### src/rtl/pf_queue_pkg.sv
// Shared fetch-side entry layout: {insn, pc, illegal} packed MSB to LSB.
package pf_queue_pkg;

    localparam int unsigned PF_INSN_W  = 32;
    localparam int unsigned PF_ILL_OFS = 0;
    localparam int unsigned PF_PC_OFS  = 1;

    function automatic int unsigned pf_insn_ofs(input int unsigned aw);
        return PF_PC_OFS + aw;
    endfunction

    function automatic int unsigned pf_entry_w(input int unsigned aw);
        return PF_INSN_W + aw + 1;
    endfunction

    localparam int unsigned PF_DEFAULT_AW = 32;
    localparam int unsigned PF_ENTRY_W    = pf_entry_w(PF_DEFAULT_AW);

endpackage

### src/rtl/pf_queue_mem.sv
// Register-file RAM for queue entries: one synchronous write port, one asynchronous read port.
module pf_queue_mem
    import pf_queue_pkg::*;
#(
    parameter int unsigned LGDEPTH = 2,
    parameter int unsigned WIDTH   = PF_ENTRY_W
) (
    input  logic               clk,
    input  logic               we,
    input  logic [LGDEPTH-1:0] waddr,
    input  logic [WIDTH-1:0]   wdata,
    input  logic [LGDEPTH-1:0] raddr,
    output logic [WIDTH-1:0]   rdata
);

    logic [WIDTH-1:0] ram [2**LGDEPTH];

    always_ff @(posedge clk) begin
        if (we)
            ram[waddr] <= wdata;
    end

    assign rdata = ram[raddr];

endmodule

### src/rtl/pf_queue.sv
// Prefetch-to-decode instruction queue; a stored bus error poisons further fetches until flush.
module pf_queue
    import pf_queue_pkg::*;
#(
    parameter int unsigned ADDRESS_WIDTH = 32,
    parameter int unsigned LGDEPTH       = 2
) (
    input  logic                     i_clk,
    input  logic                     i_rst,
    input  logic                     i_new_pc,
    input  logic                     i_clear_cache,
    input  logic [31:0]              i_pf_i,
    input  logic [ADDRESS_WIDTH-1:0] i_pf_pc,
    input  logic                     i_pf_valid,
    input  logic                     i_pf_illegal,
    output logic                     o_pf_stalled_n,
    output logic [31:0]              o_i,
    output logic [ADDRESS_WIDTH-1:0] o_pc,
    output logic                     o_valid,
    output logic                     o_illegal,
    input  logic                     i_stalled_n,
    output logic [LGDEPTH:0]         o_fill
);

    localparam int unsigned AW       = ADDRESS_WIDTH;
    localparam int unsigned EW       = pf_entry_w(AW);
    localparam int unsigned INSN_OFS = pf_insn_ofs(AW);
    localparam logic [LGDEPTH:0] FULL = {1'b1, {LGDEPTH{1'b0}}};

    logic [LGDEPTH:0] wr_ptr, rd_ptr, count, count_next;
    logic             poison, poison_next, stalled_n_next;
    logic             flush, en, de;
    logic [EW-1:0]    wr_entry, head;

    assign flush    = i_rst | i_new_pc | i_clear_cache;
    assign en       = (i_pf_valid | i_pf_illegal) & o_pf_stalled_n & ~flush & ~poison;
    assign de       = (o_valid | o_illegal) & i_stalled_n & ~flush;
    // illegal bit comes straight from the bus error, so it wins over valid
    assign wr_entry = {i_pf_i, i_pf_pc, i_pf_illegal};

    always_comb begin
        count_next  = count;
        poison_next = poison;
        if (flush) begin
            count_next  = '0;
            poison_next = 1'b0;
        end else begin
            case ({en, de})
                2'b10:   count_next = count + 1'b1;
                2'b01:   count_next = count - 1'b1;
                default: count_next = count;
            endcase
            if (en && i_pf_illegal)
                poison_next = 1'b1;
        end
        stalled_n_next = (count_next != FULL) & ~poison_next;
    end

    always_ff @(posedge i_clk) begin
        if (flush) begin
            wr_ptr <= '0;
            rd_ptr <= '0;
        end else begin
            if (en)
                wr_ptr <= wr_ptr + 1'b1;
            if (de)
                rd_ptr <= rd_ptr + 1'b1;
        end
        count          <= count_next;
        poison         <= poison_next;
        o_pf_stalled_n <= stalled_n_next;
    end

    pf_queue_mem #(
        .LGDEPTH (LGDEPTH),
        .WIDTH   (EW)
    ) u_mem (
        .clk   (i_clk),
        .we    (en),
        .waddr (wr_ptr[LGDEPTH-1:0]),
        .wdata (wr_entry),
        .raddr (rd_ptr[LGDEPTH-1:0]),
        .rdata (head)
    );

    // head view depends only on registered state (pointer, count, RAM)
    assign o_i       = head[INSN_OFS +: 32];
    assign o_pc      = head[PF_PC_OFS +: AW];
    assign o_valid   = (count != '0) & ~head[PF_ILL_OFS];
    assign o_illegal = (count != '0) &  head[PF_ILL_OFS];
    assign o_fill    = count;

endmodule

### config.mk
export PLATFORM = sky130hd
export DESIGN_NAME = pf_queue
export DESIGN_NICKNAME = d
export VERILOG_FILES = /design/src/rtl/pf_queue_pkg.sv /design/src/rtl/pf_queue_mem.sv /design/src/rtl/pf_queue.sv
export SDC_FILE = /design/constraint.sdc
export NUM_CORES = 1
export LEC_CHECK = 0
export BUFFER_PORTS_ARGS = -buffer_cell sky130_fd_sc_hd__buf_2
export CAP_MARGIN = 15
export CORE_MARGIN = 2
export CORE_UTILIZATION = 50
export DETAILED_ROUTE_END_ITERATION = 10
export PLACE_DENSITY = 0.71
export SYNTH_ARGS = -nofsm -noshare
export SYNTH_HDL_FRONTEND = slang
export SYNTH_SLANG_ARGS = --single-unit
### constraint.sdc
create_clock -name i_clk -period 4.61 [get_ports i_clk]
set_input_delay 0.922 -clock i_clk [delete_from_list [all_inputs] [get_ports i_clk]]
set_output_delay 0.922 -clock i_clk [all_outputs]
set_load 0.005 [all_outputs]
Word-level counts from Yosys, hierarchy flattened
Memory sizes are Yosys's and may differ from the RTL's. A register that Yosys moved wholly into a read port is not among the register bits.
Cells that the tools add are included.
{"block": "totals", "regBits": 11, "ram_bits": 260, "in_bits": 71, "n_memories": 1}
{"name": "u_mem.ram", "depth": 4, "width": 65, "read_ports": 1, "rd_clocked_by_memory_dff": 1, "write_ports": 1, "line_no": "pf_queue_mem.sv:16", "text": "logic [WIDTH-1:0] ram [2**LGDEPTH];"}
{"block": "op_classes", "n_addsub": 4, "n_eq_ne": 3, "muxes": 8, "bitwise_logic": 16, "n_reduce_logical": 2}
{"op": "adder 3 x 1 -> 3 bit (second input constant)", "n": 3}
{"op": "bitwise AND 1 bit", "n": 8}
{"op": "case mux 3 bit (2 select lines)", "n": 1}
{"op": "two-way mux 1 bit", "n": 4}
{"op": "two-way mux 2 bit", "n": 2}
{"op": "NOT 1 bit", "n": 4}
{"op": "OR 1 bit", "n": 4}
{"op": "two-way mux 3 bit", "n": 1}
{"op": "inequality test 3 bit (second input constant)", "n": 1}
{"op": "nonzero test 3 bit", "n": 1}
{"op": "subtractor 3 x 1 -> 3 bit (second input constant)", "n": 1}
{"op": "== test 2 x 1 -> 1 bit (second input constant)", "n": 1}
{"op": "== test 2 bit (second input constant)", "n": 1}
{"op": "logical AND 1 bit", "n": 1}

Logic depth before layout (Yosys ltp)
{"block": "depth", "ltp_word": 10, "ltp_mapped": 10}

Modules after synthesis
A second synthesis with hierarchy kept.
{"block": "unflattened", "cells_unflattened": 387, "area_unflattened_um2": 9880.7}
{"module": "pf_queue_mem", "n_inst": 1, "cells_each": 343, "area_per_inst_um2": 9455.3}
{"module": "pf_queue", "n_inst": 1, "cells_each": 44, "area_per_inst_um2": 425.4}

Worst setup path before layout
No wires, ideal clock.
{"block": "synth_path", "path_kind": "input to register", "start": "input i_new_pc", "end": "memory u_mem.ram[0][0] (netlist name) (enable)", "t_arrival_ps": 3196, "required_ps": 4180, "path_slack_ps": 984, "cell_stages": 4, "path_buffers": 1, "path_cell_list": "or3_4 buf_6 nor2_1 and2_1"}
{"block": "synth_between", "elab_chain_len": 7}
{"item": "from (decl)", "line_no": "pf_queue.sv:10", "text": "input logic i_new_pc,"}
{"item": "OR 1 bit (2 in series)", "line_no": "pf_queue.sv:35", "text": "assign flush = i_rst | i_new_pc | i_clear_cache;"}
{"item": "NOT 1 bit", "line_no": "pf_queue.sv:36", "text": "assign en = (i_pf_valid | i_pf_illegal) & o_pf_stalled_n & ~flush & ~poison;"}
{"item": "bitwise AND 1 bit (2 in series)", "line_no": "pf_queue.sv:36"}
{"item": "two-way mux 1 bit", "line_no": "pf_queue_mem.sv:19", "text": "if (we)"}
{"item": "two-way mux 1 bit (implied by the code)", "line_no": "pf_queue_mem.sv:20", "text": "ram[waddr] <= wdata;"}
{"item": "to (decl)", "line_no": "pf_queue_mem.sv:16"}
Every way passes these cells.

==> results.yml <==
outcome:
  run_status: "finished, final reports clean"
cts:
  cts_resized: 0
  cts_hold_buffers: 0
  cts_sinks: 271
  insertion_delay_ns: 0.51
  max-clock-path-buffers: 3
  cts_max_level: 1
  cts_buffers: 27
  post_cts_buffers: 0
  clockRootBuffer: "clkbuf_16"
  cts_tree: "built"
  clk_pin_slew_ns: 0.06
setup_path:
  reg2reg_depth: 9
  critPathMaxFanout: 36
  r2r_start: "o_fill[1]"
  critical_path.top_delay_family: "flip-flops"
  path_cells: "buf_12, mux4_2, buf_2"
  worst-path-buf-inv: 2
  cp.required_ns: 3.69
  worstSetupPathType: "reg -> out"
  critical-path-max-stage-delay_ns: 0.75
  cp.arrival_ns: 2.42
  slowest_stage: "dfxtp_4"
  worst-path-stages: 3
  start_kind: "flip-flop"
  crit_path_end_kind: "primary output"
  regToRegSetupSlack_ns: 2.12
  r2r_end: "o_pf_stalled_n"
die:
  rows: 51
  io_pins: 141
  dieHeight_um: 145
  die-area_um2: 20900
  core-area_um2: 19500
  die_w_um: 145
  initial_core_util_pct: 50.9
grt:
  grt_use_met2_pct: 26.9
  busiest_layer: "met2"
  grt_pass1_vias: 4755
  met3_usage_pct: 4.51
  grt.met1_usage_pct: 22.4
  grt_remaining_overflow: 0
  grtUsageTotal_pct: 16.4
  grt_max_degree: 66
  antenna_found_initial: 2
  grt_pass1_wl_um: 25800
timing:
  tightest_slew_ns: 1.02
  slew_viol_final: 0
  min_period_over_period_pct: 72.4
  period_needed_ns: 3.34
  rsz0062_at_grt: "no"
  maxSlewHeadroom_pct: 32.2
  fmax_ghz: 0.299
  clock-skew-final_ns: 0.00778
  setup_viol: 0
  tns_ns: 0
  hold_viol: 0
synthesis:
  yosys.area.top_type: "edfxtp_1"
  synthDistinctLibCells: 24
  synthCells: 395
  yosys.area_share.xor_xnor_pct: 0.531
  synth_top_family_by_area: "multiplexers"
  synth_warnings: 0
  ys_seq_area_share_pct: 81.1
  yosys-mux-area-fraction_pct: 15.0
  yosys.area_share.simple_pct: 1.14
  synth_compound_area_share_pct: 0.240
  avgSynthCellArea_um2: 25.1
  synthesis.nets: 472
  syn_area_um2: 9900
  post_synth_fa_ha_maj_area_fraction_pct: 0.834
  synth_area_leaders: "edfxtp_1, mux4_2, dfxtp_1"
  synth_top_area_share_pct: 78.9
  ys_ff_latch: 271
pwr:
  power-per-cell-area_nw_per_um2: 415
  swShare_pct: 18.8
  seqPwrFrac_pct: 55.9
  internal_power_w: 0.00396
  power.switching_w: 0.000916
  power.leakage_nw: 3.88
  ir_drop_mv: 0.263
  power.share.clock_pct: 42.0
  comb_power_share_pct: 2.2
flow_run:
  cap_viol_max_count: 0
placement:
  dp.cells: 786
  portBuffers: 140
  gp_congestion: 0.777
  hpwl_um: 9410
hold_path:
  hold_path_end: "rd_ptr[0]"
  hold_path_class: "reg -> reg"
  holdPathStages: 2
  min_from: "rd_ptr[0]"
finish:
  layout.nets: 627
  final_cell_count_no_fill: 837
  utilization_pct: 60.3
  drive_gt1_share_pct: 44.7
  syn_to_final_growth_pct: 18.5
routing:
  ant_nets: 0
  first_iter_violations: 303
  wirelength_um: 17000
  wl_per_cell_um: 20.3
  firstDrtPassIters: 6
  vias: 4485
  route.detailed.drc: 0
  viasPerCell: 5.36
[synthesized netlist by cell type]
master    count
edfxtp_1    260
nand3b_1      1
nor2_1       12
or2_1         1
or3_4         1
nor3_1        1
mux2i_1       2
xor2_1        3
mux4_2       65
dfxtp_1      11
xnor2_1       3
buf_6         1
buf_2         6
clkbuf_1      1
a21oi_1       1
o211ai_1      1
fa_1          1
buf_4         7
inv_1         5
nand2b_1      1
ha_1          5
o41a_1        1
nor2b_1       1
and2_1        4
[worst min-delay path, cell delays in order (launching register included)]
cell and delay [ns]:
dfxtp_1 0.34, xor2_1 0.09, nor2_1 0.08
[placed cells by master (no fill, tap or decap), types with 2 or more instances in the layout]
cell	n
buf_2	140
and2_4	4
inv_1	5
clkinv_2	6
edfxtp_1	260
dfxtp_1	9
diode_2	4
nor2_1	12
xnor2_1	3
mux4_2	65
mux2i_1	2
dfxtp_4	2
clkbuf_16	28
clkinv_1	4
clkbuf_8	2
clkinv_4	3
xor2_1	3
clkbuf_1	2
ha_1	5
[state kept, by name, summed over array words and instances, names as in the netlist, named ones only]
register and flops:
u_mem.ram 260, o_fill 3, rd_ptr 2, wr_ptr 2, o_pf_stalled_n 1, poison 1
[logic make-up (layout without fill, tap and decap cells)]
kind of cell               count (synthesis)  in the layout
AOI/OAI and AO/OA                          3              3
xor gates and xnor gates                   6              6
adders and majority gates                  6              6
buffers and inverters                     20            193
DFF                                      271            271
muxes                                     67             67
other                                      0              4
and+or+nand+nor                           22             22
[worst max path at each step]
stage | to | slack, ns | start
2_1_floorplan | u_mem.ram[0][0] | 0.98 | i_new_pc
3_3_place_gp | o_pf_stalled_n | 1.35 | i_new_pc
3_5_place_dp | o_pf_stalled_n | 1.24 | i_new_pc
4_1_cts | o_pc[25] | 1.17 | flip-flop
5_1_grt | o_pc[25] | 1.08 | flip-flop
6_report | o_pc[25] | 1.27 | flip-flop
[cell type report]
cell class | count | area [um^2]
Sequential cell | 271 | 8040
Tap cell | 265 | 332
Multi-Input combinational cell | 104 | 1770
Inverter | 5 | 18.8
Timing Repair Buffer | 141 | 721
Fill cell | 1385 | 7730
Clock buffer | 32 | 736
Clock inverter | 15 | 110
Antenna cell | 4 | 10.0
[per-stage QoR]
step / cell area [um^2] / power [W] / hold WS [ns] / setup slack, ns
after global routing: 11700 / 0.00502 / 0.591 / 1.08
after floorplan: 9900 / 0.00281 / 0.485 / 0.984
after detailed placement: 10900 / 0.00288 / 0.533 / 1.24
after global placement: 10900 / 0.00287 / 0.531 / 1.35
after CTS: 11700 / 0.00493 / 0.548 / 1.17
final: 11700 / 0.00487 / 0.548 / 1.27
[power groups by stage]
stage / combinational (W) / clock (W) / sequential (W)
after floorplan: 0.0000328 / 0 / 0.00277
after global placement: 0.0000987 / 0 / 0.00277
after detailed placement: 0.000106 / 0 / 0.00277
after CTS: 0.000107 / 0.00210 / 0.00272
after global routing: 0.000117 / 0.00218 / 0.00272
final: 0.000105 / 0.00205 / 0.00272
[per-layer routing]
| metal | up-vias | share of wire [%] | wire length [um] |
|---|---|---|---|
| li1 | 1978 | - | - |
| met1 | 2340 | 42 | 7140 |
| met2 | 142 | 49 | 8320 |
| met3 | 25 | 7.4 | 1250 |
| met4 | 0 | 1.7 | 288 |
| met5 | - | 0 | 0 |
Note: power is estimated with default switching activity, not from simulation.
